File: src/rtl/arb_rr_ctrl_cond.sv
// Round-robin arbiter/controller for the conditional mux/demux datapath.
// Picks one non-empty input FIFO whose head word targets an output FIFO
// that is not almost full. It drives the one-hot pop/push selects for that
// transfer, and it tracks an observational state and per-output push counts.
module arb_rr_ctrl_cond #(
  parameter int FIFO_UNITS = 4,
  parameter int DEST_W     = 2,
  parameter int CNT_W      = 5
) (
  input  logic                         clk,
  input  logic                         reset,
  input  logic                         enable,
  input  logic [FIFO_UNITS-1:0]        fifo_empty,
  input  logic [FIFO_UNITS-1:0]        fifo_almost_full,
  input  logic [FIFO_UNITS*DEST_W-1:0] head_dest,
  output logic [FIFO_UNITS-1:0]        arb_pop,
  output logic [FIFO_UNITS-1:0]        arb_push,
  output logic [1:0]                   state,
  output logic                         idle,
  output logic [FIFO_UNITS*CNT_W-1:0]  push_cnt
);

  localparam int PTR_W = (FIFO_UNITS > 1) ? $clog2(FIFO_UNITS) : 1;
  // Unit count sized to match the wrap arithmetic on the pointer and the
  // destination range check.
  localparam logic [PTR_W:0]  UNITS_P = (PTR_W+1)'(FIFO_UNITS);
  localparam logic [DEST_W:0] UNITS_D = (DEST_W+1)'(FIFO_UNITS);

  typedef enum logic [1:0] {
    ST_IDLE   = 2'd0,
    ST_ACTIVE = 2'd1,
    ST_STALL  = 2'd2,
    ST_PAUSE  = 2'd3
  } state_t;

  logic [PTR_W-1:0]        rr_ptr;
  logic [PTR_W-1:0]        rr_ptr_nxt;
  state_t                  state_q;
  state_t                  state_d;
  logic [DEST_W-1:0]       dest [FIFO_UNITS];
  logic [FIFO_UNITS-1:0]   elig;
  logic [2*FIFO_UNITS-1:0] elig_dbl;
  logic [FIFO_UNITS-1:0]   elig_rot;
  logic [PTR_W:0]          offset;
  logic [PTR_W:0]          grant_sum;
  logic [PTR_W:0]          ptr_inc;
  logic [PTR_W-1:0]        grant_idx;
  logic                    grant_vld;
  logic [CNT_W-1:0]        cnt [FIFO_UNITS];

  // Unpack the head-word destination of each input lane.
  always_comb begin
    for (int i = 0; i < FIFO_UNITS; i++) begin
      dest[i] = head_dest[i*DEST_W +: DEST_W];
    end
  end

  // A lane is eligible when it holds data and its destination can accept a
  // word; empty always wins over a destination that frees up in the same
  // cycle. An out-of-range destination (only possible when FIFO_UNITS is
  // not a power of two) is never eligible.
  always_comb begin
    for (int i = 0; i < FIFO_UNITS; i++) begin
      elig[i] = 1'b0;
      if (!fifo_empty[i] && ({1'b0, dest[i]} < UNITS_D)) begin
        elig[i] = !fifo_almost_full[dest[i]];
      end
    end
  end

  // Rotate the eligibility vector so rr_ptr lands at bit 0, take the lowest
  // set bit as an offset, then map the offset back to an absolute lane.
  // Blocked lanes simply carry a 0 and are skipped.
  always_comb begin
    elig_dbl  = {elig, elig} >> rr_ptr;
    elig_rot  = elig_dbl[FIFO_UNITS-1:0];
    offset    = '0;
    for (int k = FIFO_UNITS - 1; k >= 0; k--) begin
      if (elig_rot[k]) begin
        offset = (PTR_W+1)'(k);
      end
    end
    grant_sum = {1'b0, rr_ptr} + offset;
    if (grant_sum >= UNITS_P) begin
      grant_sum = grant_sum - UNITS_P;
    end
    grant_idx = grant_sum[PTR_W-1:0];
    ptr_inc   = grant_sum + 1'b1;
    if (ptr_inc >= UNITS_P) begin
      ptr_inc = ptr_inc - UNITS_P;
    end
    rr_ptr_nxt = ptr_inc[PTR_W-1:0];
    grant_vld  = !reset && enable && (|elig);
  end

  // Zero-latency one-hot selects; both stay 0 without a grant, including
  // every cycle that reset is held.
  always_comb begin
    arb_pop  = '0;
    arb_push = '0;
    if (grant_vld) begin
      arb_pop[grant_idx]        = 1'b1;
      arb_push[dest[grant_idx]] = 1'b1;
    end
  end

  // Round-robin pointer: moves just past the granted lane, holds otherwise.
  always_ff @(posedge clk) begin
    if (reset) begin
      rr_ptr <= '0;
    end else if (grant_vld) begin
      rr_ptr <= rr_ptr_nxt;
    end
  end

  // Next observational state from the current-cycle inputs; pause outranks
  // everything, then all-empty, then whether anything can move.
  always_comb begin
    state_d = ST_STALL;
    if (!enable) begin
      state_d = ST_PAUSE;
    end else if (&fifo_empty) begin
      state_d = ST_IDLE;
    end else if (|elig) begin
      state_d = ST_ACTIVE;
    end
  end

  // State register with idle registered alongside it.
  always_ff @(posedge clk) begin
    if (reset) begin
      state_q <= ST_IDLE;
      idle    <= 1'b1;
    end else begin
      state_q <= state_d;
      idle    <= (state_d == ST_IDLE);
    end
  end

  assign state = state_q;

  // Per-output push counters; they wrap naturally and hold while disabled
  // because no push is issued then.
  always_ff @(posedge clk) begin
    if (reset) begin
      for (int j = 0; j < FIFO_UNITS; j++) begin
        cnt[j] <= '0;
      end
    end else begin
      for (int j = 0; j < FIFO_UNITS; j++) begin
        if (arb_push[j]) begin
          cnt[j] <= cnt[j] + 1'b1;
        end
      end
    end
  end

  for (genvar j = 0; j < FIFO_UNITS; j++) begin : g_cnt_pack
    assign push_cnt[j*CNT_W +: CNT_W] = cnt[j];
  end

endmodule
File: config.mk
export PLATFORM = sky130hd
export DESIGN_NAME = arb_rr_ctrl_cond
export DESIGN_NICKNAME = d
export VERILOG_FILES = /design/src/rtl/arb_rr_ctrl_cond.sv
export SDC_FILE = /design/constraint.sdc
export NUM_CORES = 1
export LEC_CHECK = 0
export CAP_MARGIN = 20
export CORE_MARGIN = 4
export CORE_UTILIZATION = 45
export CTS_CLUSTER_SIZE = 25
export DETAILED_ROUTE_END_ITERATION = 10
export PLACE_DENSITY_LB_ADDON = 0.12
export SLEW_MARGIN = 20
export SYNTH_ARGS = -nofsm -noshare
export SYNTH_HDL_FRONTEND = slang
export SYNTH_SLANG_ARGS = --single-unit
File: constraint.sdc
create_clock -name clk -period 8.75 [get_ports clk]
set_input_delay 1.75 -clock clk [delete_from_list [all_inputs] [get_ports clk]]
set_output_delay 1.75 -clock clk [all_outputs]
set_load 0.03 [all_outputs]
==> Word level (Yosys, flattened, before mapping) <==
Memory sizes are Yosys's and may differ from the RTL's.
Cells that the tools add are included.
{ "totals": {"regBits": 5, "mem_bits_rw": 20, "input_bits": 19, "output_inout_bits": 31, "wordCells": 89, "memories": 1} }
{ "mem_list": {"columns": ["memory", "words", "word_bits", "rd", "rd_clocked_by_memory_dff", "wr", "line_no", "source"], "rows": [
  ["cnt", 4, 5, 4, 0, 4, "49", "logic [CNT_W-1:0] cnt [FIFO_UNITS];"]
]} }
{ "op_classes": {"n_addsub": 8, "n_lt_le_gt_ge": 11, "shifts": 1, "muxes": 48, "n_bitwise": 5, "n_reduce_logical": 12} }
{ "ops": {"columns": ["op", "n"], "rows": [
  ["2-to-1 mux 1 bit", 24],
  ["adder 5 x 1 -> 5 bit (second input constant)", 4],
  ["2-to-1 mux 5 bit", 4],
  ["less-than comparator 2 x 3 -> 1 bit (second input constant)", 6],
  ["2-to-1 mux 2 bit", 7],
  ["2-to-1 mux 3 bit", 4],
  ["greater-or-equal comparator 3 bit (second input constant)", 3],
  ["binary-select mux 1 bit (select 2 bit)", 4],
  ["2-to-1 mux 4 bit", 2],
  ["right shift 8 x 2 -> 4 bit", 1],
  ["zero test 1 bit", 5],
  ["binary-select mux 2 bit (select 2 bit)", 1],
  ["demux 1 bit (select 2 bit)", 2],
  ["greater-or-equal comparator 2 x 1 -> 1 bit (second input constant)", 2],
  ["logical AND 1 bit", 4],
  ["bitwise OR 1 bit", 4],
  ["AND reduction 4 bit", 1],
  ["OR reduction 4 bit", 1],
  ["adder 2 x 3 -> 3 bit", 1],
  ["adder 3 x 1 -> 3 bit (second input constant)", 1],
  ["inverter 2 -> 3 bit", 1],
  ["subtractor 3 bit (second input constant)", 1],
  ["zero test 2 bit", 1],
  ["subtractor 2 x 1 -> 2 bit (second input constant)", 1]
]} }

==> Longest topological paths before layout <==
Gate-level depths: netlist of run 1.
{ "logic_depth": {"ltp_word": 25, "depth_mapped": 15, "depth_no_buf": 12} }

==> Least setup slack after synthesis of run 1 <==
No wires, ideal clock.
{ "synth_timing": {"path_type": "in2out", "start": "input head_dest[0]", "end": "output arb_push[1]", "t_arrival_ns": 4.484, "required_time_ns": 7.000, "setup_slack_ns": 2.516, "stages": 13, "n_path_buf": 3, "cell_sequence": "mux4_2 > or2_0 > buf_2 > nand2_1 > o22ai_1 > nor2_1 > o221ai_1 > ha_1 > clkbuf_1 > mux2i_1 > and3_1 > buf_1 > mux2_4"} }
{ "synth_between": {"elab_chain_cells": 21, "elab_cells_between_ends": 25, "cone_classes": "add/sub: 2; order compare: 3; shift: 1; mux: 14; bitwise: 1; reduce/logical: 4"} }
{ "synth_lines": {"columns": ["element", "line_no", "source"], "rows": [
  ["start: declaration", "15", "input logic [FIFO_UNITS*DEST_W-1:0] head_dest,"],
  ["binary-select mux 1 bit (select 2 bit)", "66", "elig[i] = !fifo_almost_full[dest[i]];"],
  ["2-to-1 mux 1 bit (not written as such)", "66", null],
  ["zero test 1 bit", "66", null],
  ["2-to-1 mux 1 bit", "65", "if (!fifo_empty[i] && ({1'b0, dest[i]} < UNITS_D)) begin"],
  ["right shift 8 x 2 -> 4 bit", "75", "elig_dbl = {elig, elig} >> rr_ptr;"],
  ["2-to-1 mux 2 bit", "79", "if (elig_rot[k]) begin"],
  ["2-to-1 mux 3 bit (3 in series)", "79", null],
  ["adder 2 x 3 -> 3 bit", "83", "grant_sum = {1'b0, rr_ptr} + offset;"],
  ["[... 2 more ...]", null, null],
  ["inverter 2 -> 3 bit (not written as such)", "103", "arb_push[dest[grant_idx]] = 1'b1;"],
  ["binary-select mux 2 bit (select 2 bit)", "103", null],
  ["2-to-1 mux 2 bit (not written as such) (2 in series)", "103", null],
  ["less-than comparator 2 x 3 -> 1 bit (not written as such) / greater-or-equal comparator 2 x 1 -> 1 bit (equally long branches)", "103", null],
  ["logical AND 1 bit (not written as such)", "103", null],
  ["2-to-1 mux 1 bit (not written as such)", "103", null],
  ["demux 1 bit (select 2 bit)", "103", null],
  ["2-to-1 mux 4 bit (*)", "101", "if (grant_vld) begin"],
  ["end: declaration", "17", "output logic [FIFO_UNITS-1:0] arb_push,"]
]} }
Every way passes the cells marked *; elsewhere a longest branch is shown, timed or not. The select of a mux whose other input is x is not followed.

==> Worst setup path in the final report of run 1 <==
{ "layout_timing": {"start": "input head_dest[0]", "end": "output arb_push[0]"} }
The elaborated chain is that of the path after synthesis.

==> results of run 1 <==
[sequential cells by signal, summed over array words and instances, names as in the netlist]
| signal | flops |
|---|---|
| state | 2 |
| idle | 1 |
| cnt | 20 |
| rr_ptr | 2 |
[Yosys cell counts, drive strengths merged, types with 5 or more instances]
| cell | number |
|---|---|
| nand2 | 37 |
| xor2 | 5 |
| mux2i | 32 |
| dfxtp | 5 |
| edfxtp | 20 |
| nand3 | 11 |
| nor2 | 17 |
| and2 | 6 |
| mux2 | 6 |
| nand2b | 6 |
| xnor2 | 8 |
| ha | 10 |
| buf | 7 |
[worst min-delay path, cell delays in order, from the launching register on]
cell                      delay, ns
sky130_fd_sc_hd__dfxtp_1       0.36
sky130_fd_sc_hd__mux2i_1       0.15
sky130_fd_sc_hd__nor2_1        0.05
[layer usage]
layer	track usage, %	vias to the layer above
li1	-	857
met2	24.1	52
met5	0	-
met1	19.8	786
met3	1.42	4
met4	4.72	0
[final cells by class]
cell class	count	area [sq um]
multi-input cells	176	1340
fillers	413	1750
clock buffers	4	45.0
repair buffers	51	505
inverters	3	11.3
well taps	52	65.1
flip-flops and latches	25	701
[stage by stage]
stage               instances  worst slack, ns
finish                    311             1.12
global route              311            0.865
CTS                       311             1.16
detailed placement        307             1.17
global placement          307             1.22
floorplan                 215             2.52
[where the power goes]
part	switching [mW]	internal [mW]
Sequential	0.0358	0.173
Clock	0.0370	0.0326
Combinational	0.229	0.177
[kinds of logic (layout without fill, tap and decap cells)]
logic type               count (synthesis)  after routing  share of synthesized area (%)
buffers and inverters                   14             58                           3.06
adder cells (fa/ha/maj)                 10             10                           6.00
AND/OR/NAND/NOR                         93             93                           21.5
AO/OA/AOI/OAI                           19             19                           7.74
multiplexers                            41             41                           22.6
XOR/XNOR                                13             13                           5.46
flip-flops                              25             25                           33.6
[final timing paths]
path,slack [ns],to
max reg2reg,5.43,cnt[3][0]$_SDFFCE_PN0P_
min,0.60,rr_ptr[1]$_SDFFE_PP0P_
max,1.12,arb_push[0]
min reg2reg,0.60,rr_ptr[1]$_SDFFE_PP0P_
==> metrics, run 1 <==
y dimension of the die=76.1 um; Routed WL per cell=14.1 um; number of top-level pins=50; number of enable flip-flop cells after synthesis=20; Net Count, Synth=244; initial standard-cell utilization of the core=47.2%; slew at the pin with the worst max-slew slack=0.564 ns; type of the worst min-delay path=flop to flop; number of nets in the finished design=289; cts bufs inserted=3; WP data required=7.00 ns; post-synthesis instance area=2080 sq um; cells after synthesis=215; number of cells on the worst hold path=2; count of nets left with antenna violations after detail routing=0; vias per inst=5.46; most common cell after layout, fill and taps aside=sky130_fd_sc_hd__clkdlybuf4s50_1; insertion delay of the later-clocked pin in the worst-skew pair=0.27 ns; cell area after layout=2670 sq um; tightest hold margin=0.598 ns; Post-CTS Hold Buffers=0; PD cells=257 nW/um^2; Site Rows=24; half-perimeter wire length of the detailed placement result=3500 um; core utilization of the finished layout=60.4%; overall power=0.685 mW; highest fanout seen on the critical path=7; overall routed net length=4380 um; capturing element type of the critical path=output port; cell taking the most area after synthesis=sky130_fd_sc_hd__edfxtp_1; Synth Flop Type=sky130_fd_sc_hd__edfxtp_1; number of hold-slack violations in the final timing report=0; overall die area=5790 sq um; top library cells by usage in the layout, fill and taps aside=sky130_fd_sc_hd__clkdlybuf4s50_1, sky130_fd_sc_hd__nand2_1, sky130_fd_sc_hd__mux2i_1, sky130_fd_sc_hd__edfxtp_1, sky130_fd_sc_hd__nor2_1; CP max stage cell=sky130_fd_sc_hd__clkdlybuf4s50_1; accumulated negative setup slack=0 ns; antenna violations before repair=0; Core ar.=4410 sq um; number of DRC markers after the initial detailed-route iteration=73; number of different library cells in the post-synthesis netlist=45; logic depth of the worst setup path including buffers=13; # Post-CTS Setup Buffers=0; Max Clk Rate=0.131 GHz; antenna diode count=0; number of synthesis warnings=0; share of the yosys chip area belonging to registers=33.6%; post-synthesis average cell area=9.70 sq um; share of the synthesized area in the top cell type=28.8%; Worst-path clk slew=0.08 ns; number of iterations in the first detailed-routing pass=5; global-route usage over all layers=14.5%; Clock Root Buffer=sky130_fd_sc_hd__clkbuf_8; Worst Path Class, Setup=primary input to output port; Clock Path Buffers=2; Post-DP Area=2620 sq um; synth top area cells=sky130_fd_sc_hd__edfxtp_1, sky130_fd_sc_hd__mux2i_1, sky130_fd_sc_hd__nand2_1; remaining global-route overflow=0; number of gates given a new drive strength after cts=0; final count of negative-setup-slack endpoints=0; routability cong.=0.799; Final Max Slew Viols=0; hold_sp=rr_ptr[1]$_SDFFE_PP0P_; crit path from=head_dest[0]; fraction of final layout cells sized beyond drive strength 1=7.72%; buffers added on ports=49; worst voltage drop across the vdd grid=0.000122 V; CTS tree=built; number of sinks driven by the clock tree=25; wire length of the first global-routing pass=7200 um; time the worst path needs with I/O delays and setup=7.63 ns; setup clock skew after layout=0.00300 ns; H-tree lvl count=1; post-synthesis sequential element count=25; routed length on met2=2040 um; Max Used Layer=met4; Slew headroom=61.3%; kind of start point of the critical path=primary input; chain of cells forming the critical path=clkdlybuf4s50_1 > mux4_2 > or2_0 > nand2_1 > o22ai_1 > nor2_1 > o221ai_1 > ha_1 > mux2i_1 > o311ai_1 > nor2_1 > mux2_4 > clkdlybuf4s50_1; share of async-settable or async-resettable flops after synthesis=0%; cells on worst reg2reg path=7; leakage power summed over all cells=1.06 nW; CP max stage delay=0.66 ns; die width=76.1 um; Buf/Inv on CP=2; area delta synth->final=27.9%; largest net degree at the start of global routing=15; via count of the first global-routing pass=1530; share of the clock period used by the worst path after layout=87.2%; DR WL met3=237 um; reg2reg start=rr_ptr[0]$_SDFFE_PP0P_; Max Cap Violations=0; Met1 Routed Length=2050 um; unrepaired setup endpoints after global routing=no; result of the run=finished clean; Via Count=1699; DRC Markers=0; cell class contributing the biggest share of worst-path delay=buffers and inverters; Arr. time, crit path=5.88 ns
Power figures use the tool's default switching activity.
==> inputs of run 2 (changes only) <==
--- a/config.mk
+++ b/config.mk
@@ -8,6 +8,7 @@
 export CAP_MARGIN = 20
 export CORE_MARGIN = 4
 export CORE_UTILIZATION = 45
+export CTS_CLUSTER_DIAMETER = 30
 export CTS_CLUSTER_SIZE = 25
 export DETAILED_ROUTE_END_ITERATION = 10
 export PLACE_DENSITY_LB_ADDON = 0.12
==> results of run 2 <==
Final layout, timing and power as in run 1 (identical DEF).
==> inputs of run 3 (changes only) <==
--- a/config.mk
+++ b/config.mk
@@ -5,9 +5,10 @@
 export SDC_FILE = /design/constraint.sdc
 export NUM_CORES = 1
 export LEC_CHECK = 0
-export CAP_MARGIN = 20
+export CELL_PAD_IN_SITES_DETAIL_PLACEMENT = 1
+export CELL_PAD_IN_SITES_GLOBAL_PLACEMENT = 2
 export CORE_MARGIN = 4
-export CORE_UTILIZATION = 45
+export CORE_UTILIZATION = 33
 export CTS_CLUSTER_DIAMETER = 30
 export CTS_CLUSTER_SIZE = 25
 export DETAILED_ROUTE_END_ITERATION = 10
==> metrics, run 3 (synthesis gave the netlist of run 1 again) <==
Core ar.=6030 sq um (+37%); share of the clock period used by the worst path after layout=87.4% (+0.16 points); PD cells=257 nW/um^2 (+0.17%); Routed WL per cell=15.1 um (+7.3%); most common cell after layout, fill and taps aside=sky130_fd_sc_hd__clkdlybuf4s50_1; unrepaired setup endpoints after global routing=no; antenna diode count=0 (unchanged); accumulated negative setup slack=0 ns (unchanged); fraction of power consumed by combinational cells=59.7% (+0.4 points); Via Count=1710 (+0.65%); time the worst path needs with I/O delays and setup=7.64 ns (+0.0141 ns); overall die area=7650 sq um (+32%); insertion delay of the later-clocked pin in the worst-skew pair=0.27 ns (about the same); capturing element type of the critical path=output port; die width=87.5 um (+15%); type of the worst min-delay path=flop to flop; Clock Path Buffers=2 (unchanged); DRC Markers=0 (unchanged); number of top-level pins=50 (unchanged); Max Cap Violations=0 (unchanged); area delta synth->final=29.4%; count of nets left with antenna violations after detail routing=0 (unchanged); Max Used Layer=met4; buffers added on ports=49 (unchanged); number of nets in the finished design=289 (unchanged); placement-stage worst setup slack=1.07 ns (-0.101 ns); least setup slack across all paths after layout=1.11 ns (-0.0141 ns); fraction of final layout cells sized beyond drive strength 1=8.11% (+0.39 points); number of gates given a new drive strength after cts=0 (unchanged); switching power share of the total=44.6% (+0.59 points); kind of start point of the critical path=primary input; result of the run=finished clean; half-perimeter wire length of the detailed placement result=4010 um (+14%); dpl cells=330 (+7.5%); Clk pwr share=10.2% (about the same); DR WL met3=200 um (-16%); remaining global-route overflow=0 (unchanged); top library cells by usage in the layout, fill and taps aside=sky130_fd_sc_hd__clkdlybuf4s50_1, sky130_fd_sc_hd__nand2_1, sky130_fd_sc_hd__mux2i_1, sky130_fd_sc_hd__edfxtp_1, sky130_fd_sc_hd__nor2_1; Post-CTS Hold Buffers=0 (unchanged); Met1 Routed Length=2530 um (+23%); number of sinks driven by the clock tree=25 (unchanged); setup clock skew after layout=0.00626 ns (+0.00326 ns); routed length on met2=2260 um (+11%); register with the most flip-flops=cnt; Arr. time, crit path=5.89 ns (about the same); tightest hold margin=0.595 ns (-0.00271 ns); cts bufs inserted=3 (unchanged); highest fanout seen on the critical path=7 (unchanged); global-route usage over all layers=14.0% (-0.57 points); CTS tree=built; Max Clk Rate=0.131 GHz (-0.18%); switching power=0.310 mW (+2.7%); y dimension of the die=87.5 um (+15%); non-filler cells in the finished layout=334 (+7.4%); via count of the first global-routing pass=1779 (+16%); overall power=0.694 mW (+1.3%); overall routed net length=5050 um (+15%); H-tree lvl count=1 (unchanged); number of iterations in the first detailed-routing pass=4 (-1); Worst Path Class, Setup=primary input to output port; wire length of the first global-routing pass=8540 um (+19%); routability cong.=0.844 (+5.6%); vias per inst=5.12 (-6.3%); WP data required=7.00 ns (about the same); number of hold-slack violations in the final timing report=0 (unchanged); antenna violations before repair=0 (unchanged); leakage power summed over all cells=1.07 nW (+0.26%); Worst-path clk slew=0.09 ns (about the same); final count of negative-setup-slack endpoints=0 (unchanged); flip-flop count of the largest register, all copies and words added=20 (unchanged); # Post-CTS Setup Buffers=0 (unchanged); slew at the pin with the worst max-slew slack=0.688 ns (+0.124 ns); internal power consumption=0.384 mW (+0.23%); Final Max Slew Viols=0 (unchanged); worst voltage drop across the vdd grid=0.000106 V (-13%); Clock Root Buffer=sky130_fd_sc_hd__clkbuf_8; Slew headroom=54.1% (-7.2 points); largest net degree at the start of global routing=18 (+3); number of DRC markers after the initial detailed-route iteration=44 (-40%); Reg power frac=30.1% (-0.4 points); Site Rows=28 (+17%); initial standard-cell utilization of the core=34.6% (-13 points)
==> run 3: power groups by stage <==
stage                     Sequential, mW  Combinational, mW  Clock, mW
final                              0.209              0.414     0.0707
after global routing               0.216              0.451     0.0767
after CTS                          0.210              0.421     0.0727
after detailed placement           0.212              0.417          0
after global placement             0.211              0.416          0
after floorplan                    0.263              0.233          0
==> run 3: path summary, 6_finish.rpt <==
kind | from | endpoint | slack [ns] | depth (start not counted)
setup reg to reg | rr_ptr[0]$_SDFFE_PP0P_ | cnt[0][2]$_SDFFCE_PN0P_ | 5.23 | 7
hold reg to reg | rr_ptr[1]$_SDFFE_PP0P_ | rr_ptr[1]$_SDFFE_PP0P_ | 0.59 | 2
hold / removal | rr_ptr[1]$_SDFFE_PP0P_ | rr_ptr[1]$_SDFFE_PP0P_ | 0.59 | 2
setup / recovery | head_dest[0] | arb_push[0] | 1.11 | 13
==> run 3: stage by stage <==
stage	util, %	cell area (sq um)
4_1_cts	44.7	2700
2_1_floorplan	-	2080
3_5_place_dp	44.0	2650
5_1_grt	44.7	2700
3_3_place_gp	44.0	2650
6_report	44.7	2700
==> run 3: final cells by class <==
class	count	area, sq um
Timing Repair Buffer	51	505
Sequential cell	25	701
Multi-Input combinational cell	176	1340
Inverter	3	11.3
Fill cell	690	3330
Tap cell	75	93.8
Clock buffer	3	41.3
Clock inverter	1	5.00
==> run 3: critical path: stages <==
cell,delay [ns]
sky130_fd_sc_hd__clkdlybuf4s50_1,0.52
sky130_fd_sc_hd__mux4_2,0.53
sky130_fd_sc_hd__or2_0,0.36
sky130_fd_sc_hd__nand2_1,0.11
sky130_fd_sc_hd__o22ai_1,0.07
sky130_fd_sc_hd__nor2_1,0.11
sky130_fd_sc_hd__o221ai_1,0.14
sky130_fd_sc_hd__ha_1,0.51
sky130_fd_sc_hd__mux2i_1,0.29
sky130_fd_sc_hd__o311ai_1,0.18
sky130_fd_sc_hd__nor2_1,0.41
sky130_fd_sc_hd__mux2_4,0.24
sky130_fd_sc_hd__clkdlybuf4s50_1,0.66
==> run 3: layer usage <==
metal  up-vias  global-route usage, %
met5         -                      0
met4         0                   4.18
met3         4                   2.08
met2        38                   22.3
met1       809                   19.4
li1        859                      -
==> RTL change 1: new RTL, settings of run 3 <==
`DEST_W`: 2 -> 4.
--- a/src/rtl/arb_rr_ctrl_cond.sv
+++ b/src/rtl/arb_rr_ctrl_cond.sv
@@ -4,7 +4,7 @@
 // transfer, and it tracks an observational state and per-output push counts.
 module arb_rr_ctrl_cond #(
   parameter int FIFO_UNITS = 4,
-  parameter int DEST_W     = 2,
+  parameter int DEST_W     = 4,
   parameter int CNT_W      = 5
 ) (
   input  logic                         clk,
Ports: changed (resized head_dest); port bits go from 50 to 58. The function was not compared with the original's and may differ.
==> RTL change 1 against run 3 <==
- setup slack worse by 370 ps
- core utilization up 1.2 points
- first-iteration DRC count down 30%
- critical endpoint is now arb_push[2]
- critical path type unchanged
- highest routed layer unchanged
- sequential cell count unchanged
- count of clock-buffer cells in the layout unchanged
- routed wire length down 4.0%
- area after synthesis down 10%
- final area down 6.3%
Power is not compared: it rests on default switching activity, and its combinational part moved more than twofold at a synthesized area within 25%.
==> RTL change 1: results (changes against run 3) <==
| Metric | Value |
|---|---|
| Hold slack | `618 ps (+22.7 ps)` |
| Compound-cell area share of the yosys netlist | `0.191 (+0.114)` |
| Pin count of the biggest net entering global routing | `15 (-3)` |
| Placed Instances | `293 (-11%)` |
| Vias | `1600 (-6.4%)` |
| Status | `completed` |
| Post-Synth Adder-Cell Area | `0.0535 (-0.00651)` |
| Share of layout cells above drive strength 1 | `0.151 (+0.0700)` |
| DPL Wire Length | `3930 um (-2.0%)` |
| Worst Hold Endpoint | `cnt[0][0]` |
| Hold Path Stages | `1 (-1)` |
| Synth Instances | `171 (-20%)` |
| Top cells by count, synth | `edfxtp_1 (20), a21oi_2 (13), nand3_1 (12)` |
| Final Skew | `2.28 ps (-3.97 ps)` |
| Actual slew at the worst max-slew pin | `579 ps (-109 ps)` |
| Metal3 WL | `246 um (+23%)` |
| Crit-path leading delay family | `simple AND/OR/NAND/NOR gates` |
| Met2 Wirelength | `2290 um (+1.5%)` |
| Gpl congestion | `0.753 (-11%)` |
| Syn_nets | `206 (-16%)` |
| Post-synthesis mux area share | `0.0696 (-0.156)` |
| CP arrival | `6260 ps (+370 ps)` |
| Hold_sp | `cnt[0][0]` |
| Root Driver | `clkbuf_8` |
| Crit-path max cell delay | `680 ps (+20 ps)` |
| Netlist cell types | `43 (-4.4%)` |
| Filler cells | `639 (-7.4%)` |
| Overall routing resource usage | `0.143 (+0.00283)` |
| Worst IR drop on VDD | `0.0564 mV` |
| Final non-filler cell total | `297 (-11%)` |
| Sequential cell area fraction in the yosys report | `0.375 (+0.0384)` |
| RR Endpoint | `cnt[2][0]` |
| Worst Setup EP | `arb_push[2]` |
| R2R Setup Slk | `5410 ps (+180 ps)` |
| Number of port buffers | `57 (+16%)` |
| Top post-synthesis cells by area | `edfxtp_1 (32%), a21oi_2 (6.1%), dfxtp_1 (5.4%)` |
| First-pass GRT wire length | `8230 um (-3.6%)` |
| Iter 0 DRT Violations | `31 (-30%)` |
| XOR/XNOR Fraction of Synth Area | `0.0656 (+0.0109)` |
[RTL change 1: cell count changes after synthesis, moves of 6 or more]
cell and change:
nand3b_1 +6, nand2_1 -30, nor2_1 -8, mux2i_1 -28, a21oi_1 +8, nand2b_1 -6, a21oi_2 +13
[RTL change 1: metrics by stage]
stage,worst slack (ps),area [sq um]
after global placement,871,2480
final,740,2530
after floorplan,2150,1870
after CTS,747,2530
after global routing,384,2530
after detailed placement,748,2480
[RTL change 1: area by class of cell]
type | instances | area [sq um] | area share
Timing Repair Buffer | 57 | 571 | 0.226
Sequential cell | 25 | 701 | 0.277
Clock buffer | 3 | 41.3 | 0.0163
Tap cell | 72 | 90.1 | 0.0356
Clock inverter | 1 | 5.00 | 0.00198
Inverter | 4 | 15.0 | 0.00594
Multi-Input combinational cell | 135 | 1100 | 0.437
[RTL change 1: layer usage]
metal / track usage / vias up
li1: - / 770
met1: 0.182 / 768
met2: 0.235 / 53
met3: 0.0268 / 9
met4: 0.0579 / 0
met5: 0 / -
==> RTL change 2: new RTL, settings of run 3 <==
Without the edit above. Reset style: asynchronous (`reset`), changed in 3 clocked blocks.
--- a/src/rtl/arb_rr_ctrl_cond.sv
+++ b/src/rtl/arb_rr_ctrl_cond.sv
@@ -105,7 +105,7 @@
   end
 
   // Round-robin pointer: moves just past the granted lane, holds otherwise.
-  always_ff @(posedge clk) begin
+  always_ff @(posedge clk or posedge reset) begin
     if (reset) begin
       rr_ptr <= '0;
     end else if (grant_vld) begin
@@ -127,7 +127,7 @@
   end
 
   // State register with idle registered alongside it.
-  always_ff @(posedge clk) begin
+  always_ff @(posedge clk or posedge reset) begin
     if (reset) begin
       state_q <= ST_IDLE;
       idle    <= 1'b1;
@@ -141,7 +141,7 @@
 
   // Per-output push counters; they wrap naturally and hold while disabled
   // because no push is issued then.
-  always_ff @(posedge clk) begin
+  always_ff @(posedge clk or posedge reset) begin
     if (reset) begin
       for (int j = 0; j < FIFO_UNITS; j++) begin
         cnt[j] <= '0;
Behaviour: differs if reset is asserted again (counterexample within 4 cycles, from zero or initial values and one cycle with reset high); with reset held inactive, the same outputs for 10 cycles.
==> RTL change 2 against run 3 <==
- clock skew down 2.6 ps
- clock power increased by 3.3%
- first-iteration DRC count shrank 18%
- final area down 17%
- routed wire length is 11% lower
- power about the same
- setup slack worse by 170 ps
- synthesized cell count is 26% lower
- area after synthesis fell by 21%
- sequential cell count did not move
- core utilization up 2.2 points
- critical path type unchanged
- largest power group unchanged
==> RTL change 2: results (changes against run 3) <==
| Metric | Value |
|---|---|
| Final WL | `4500 um (-11%)` |
| RR Endpoint | `push_cnt[16]` |
| # diodes | `0 (unchanged)` |
| Number of port buffers | `49 (unchanged)` |
| Top cells by count, synth | `dfrtp_1 (24), nor2_1 (15), nand3_1 (14), xor2_1 (13), a211oi_1 (10)` |
| EDFF count, synth | `0 (-100%)` |
| RR Startpoint | `rr_ptr[0]` |
| Share of layout cells above drive strength 1 | `0.130 (+0.0487)` |
| Max FFs per register | `20 (unchanged)` |
| Syn_nets | `185 (-24%)` |
| Initial antenna violation count | `0 (unchanged)` |
| Crit-path max cell delay | `610 ps (-50 ps)` |
| CP arrival | `6060 ps (+170 ps)` |
| Crit-path leading delay family | `buffers and inverters` |
| Filler cells | `538 (-22%)` |
| Static Leakage | `0.943 nW (-12%)` |
| Status | `completed` |
| Gpl congestion | `0.755 (-11%)` |
| DPL Wire Length | `3620 um (-9.6%)` |
| Pin count of the biggest net entering global routing | `26 (+8)` |
| Slowest-stage cell, CP | `clkdlybuf4s50_1` |
| Synth Instances | `160 (-26%)` |
| First-pass GRT wire length | `7520 um (-12%)` |
| Worst IR drop on VDD | `0.154 mV (+45%)` |
| Netlist cell types | `45 (unchanged)` |
| Internal Power | `0.360 mW (-6.3%)` |
| Top post-synthesis cells by area | `dfrtp_1 (36%), xor2_1 (6.9%), mux4_2 (5.5%)` |
| Post-CTS setup buffer count | `0 (unchanged)` |
| Placed Area | `2200 sq um (-17%)` |
| Worst-path fanout max | `6 (-1)` |
| Total global routing overflow | `0 (unchanged)` |
| R2R Setup Slk | `5440 ps (+210 ps)` |
| Crit path launch | `head_dest[2]` |
| Reg2reg path depth | `11 (+4)` |
| Clock power frac | `0.105 (+0.003)` |
| Sequential power share | `0.287 (-0.014)` |
| CTS H-tree lvls | `1 (unchanged)` |
| Overall routing resource usage | `0.152 (+0.0120)` |
| Clock network latency to the later pin of the worst-skew pair | `270 ps (about the same)` |
| Final net count | `234 (-19%)` |
| Iter 0 DRT Violations | `36 (-18%)` |
| PostCTS Resize Cnt | `0 (unchanged)` |
| HP Class | `reg -> reg` |
| Yosys warning count | `0 (unchanged)` |
| Sequential cell area fraction in the yosys report | `0.380 (+0.0437)` |
| Pre-CTS setup slack | `916 ps (-155 ps)` |
| Minimum clock period | `7810 ps (+168 ps)` |
| Worst Setup EP | `arb_push[3]` |
| 1st-pass router iterations | `4 (unchanged)` |
| Clk buf depth | `2 (unchanged)` |
| Final non-filler cell total | `275 (-18%)` |
| Clock slew at reported path FFs | `90 ps (about the same)` |
| Placed Instances | `271 (-18%)` |
| Switching share of power | `0.481 (+0.0352)` |
| Ys async rst share | `1.00 (+1.00)` |
| Actual slew at the worst max-slew pin | `970 ps (+283 ps)` |
| Vias | `1427 (-17%)` |
| Vias in the first global route | `1585 (-11%)` |
| Final Skew | `3.62 ps (-2.64 ps)` |
-- RTL change 2: cell types whose count changed after synthesis, sizes merged, moves of 6 or more --
cell,before,now
mux2i,32,4
edfxtp,20,0
and2,6,0
a21oi,1,8
dfrtp,0,24
nand2,37,5
a211oi,0,10
nand2b,6,0
xor2,5,13
-- RTL change 2: worst min path at each step --
stage,startpoint,to,slack [ps],cells after the start
after floorplan,rr_ptr[1],rr_ptr[1],520,2
after global placement,push_cnt[14],push_cnt[14],450,1
after detailed placement,push_cnt[4],push_cnt[4],460,1
after CTS,push_cnt[4],push_cnt[4],480,1
after global routing,push_cnt[4],push_cnt[4],500,1
final,push_cnt[9],push_cnt[9],470,1
-- RTL change 2: routing by layer --
metal | up-vias | wire [um] | track usage | share of wire
li1 | 691 | - | - | -
met3 | 4 | 153 | 0.0295 | 0.034
met1 | 706 | 1930 | 0.178 | 0.43
met4 | 0 | 36 | 0.0315 | 0.0080
met5 | - | 0 | 0 | 0
met2 | 26 | 2380 | 0.284 | 0.53
-- RTL change 2: cells by family (layout without fill, tap and decap cells) --
logic type                 count (synthesis)  count (layout)  synth area share
and+or+nand+nor                           50              50             0.165
buffers and inverters                     12              60            0.0318
DFF                                       25              25             0.380
AOI/OAI and AO/OA                         37              37             0.174
xor gates and xnor gates                  16              16            0.0849
adders and majority gates                  6               6            0.0455
muxes                                     14              14             0.120
-- RTL change 2: layout make-up --
type / instances / area [sq um] / share of cell area
flip-flops and latches: 25 / 627 / 0.279
repair buffers: 49 / 490 / 0.218
well taps: 67 / 83.8 / 0.0373
multi-input cells: 123 / 971 / 0.432
inverters: 7 / 26.3 / 0.0117
clock inverters: 1 / 7.51 / 0.00334
clock buffers: 3 / 41.3 / 0.0184
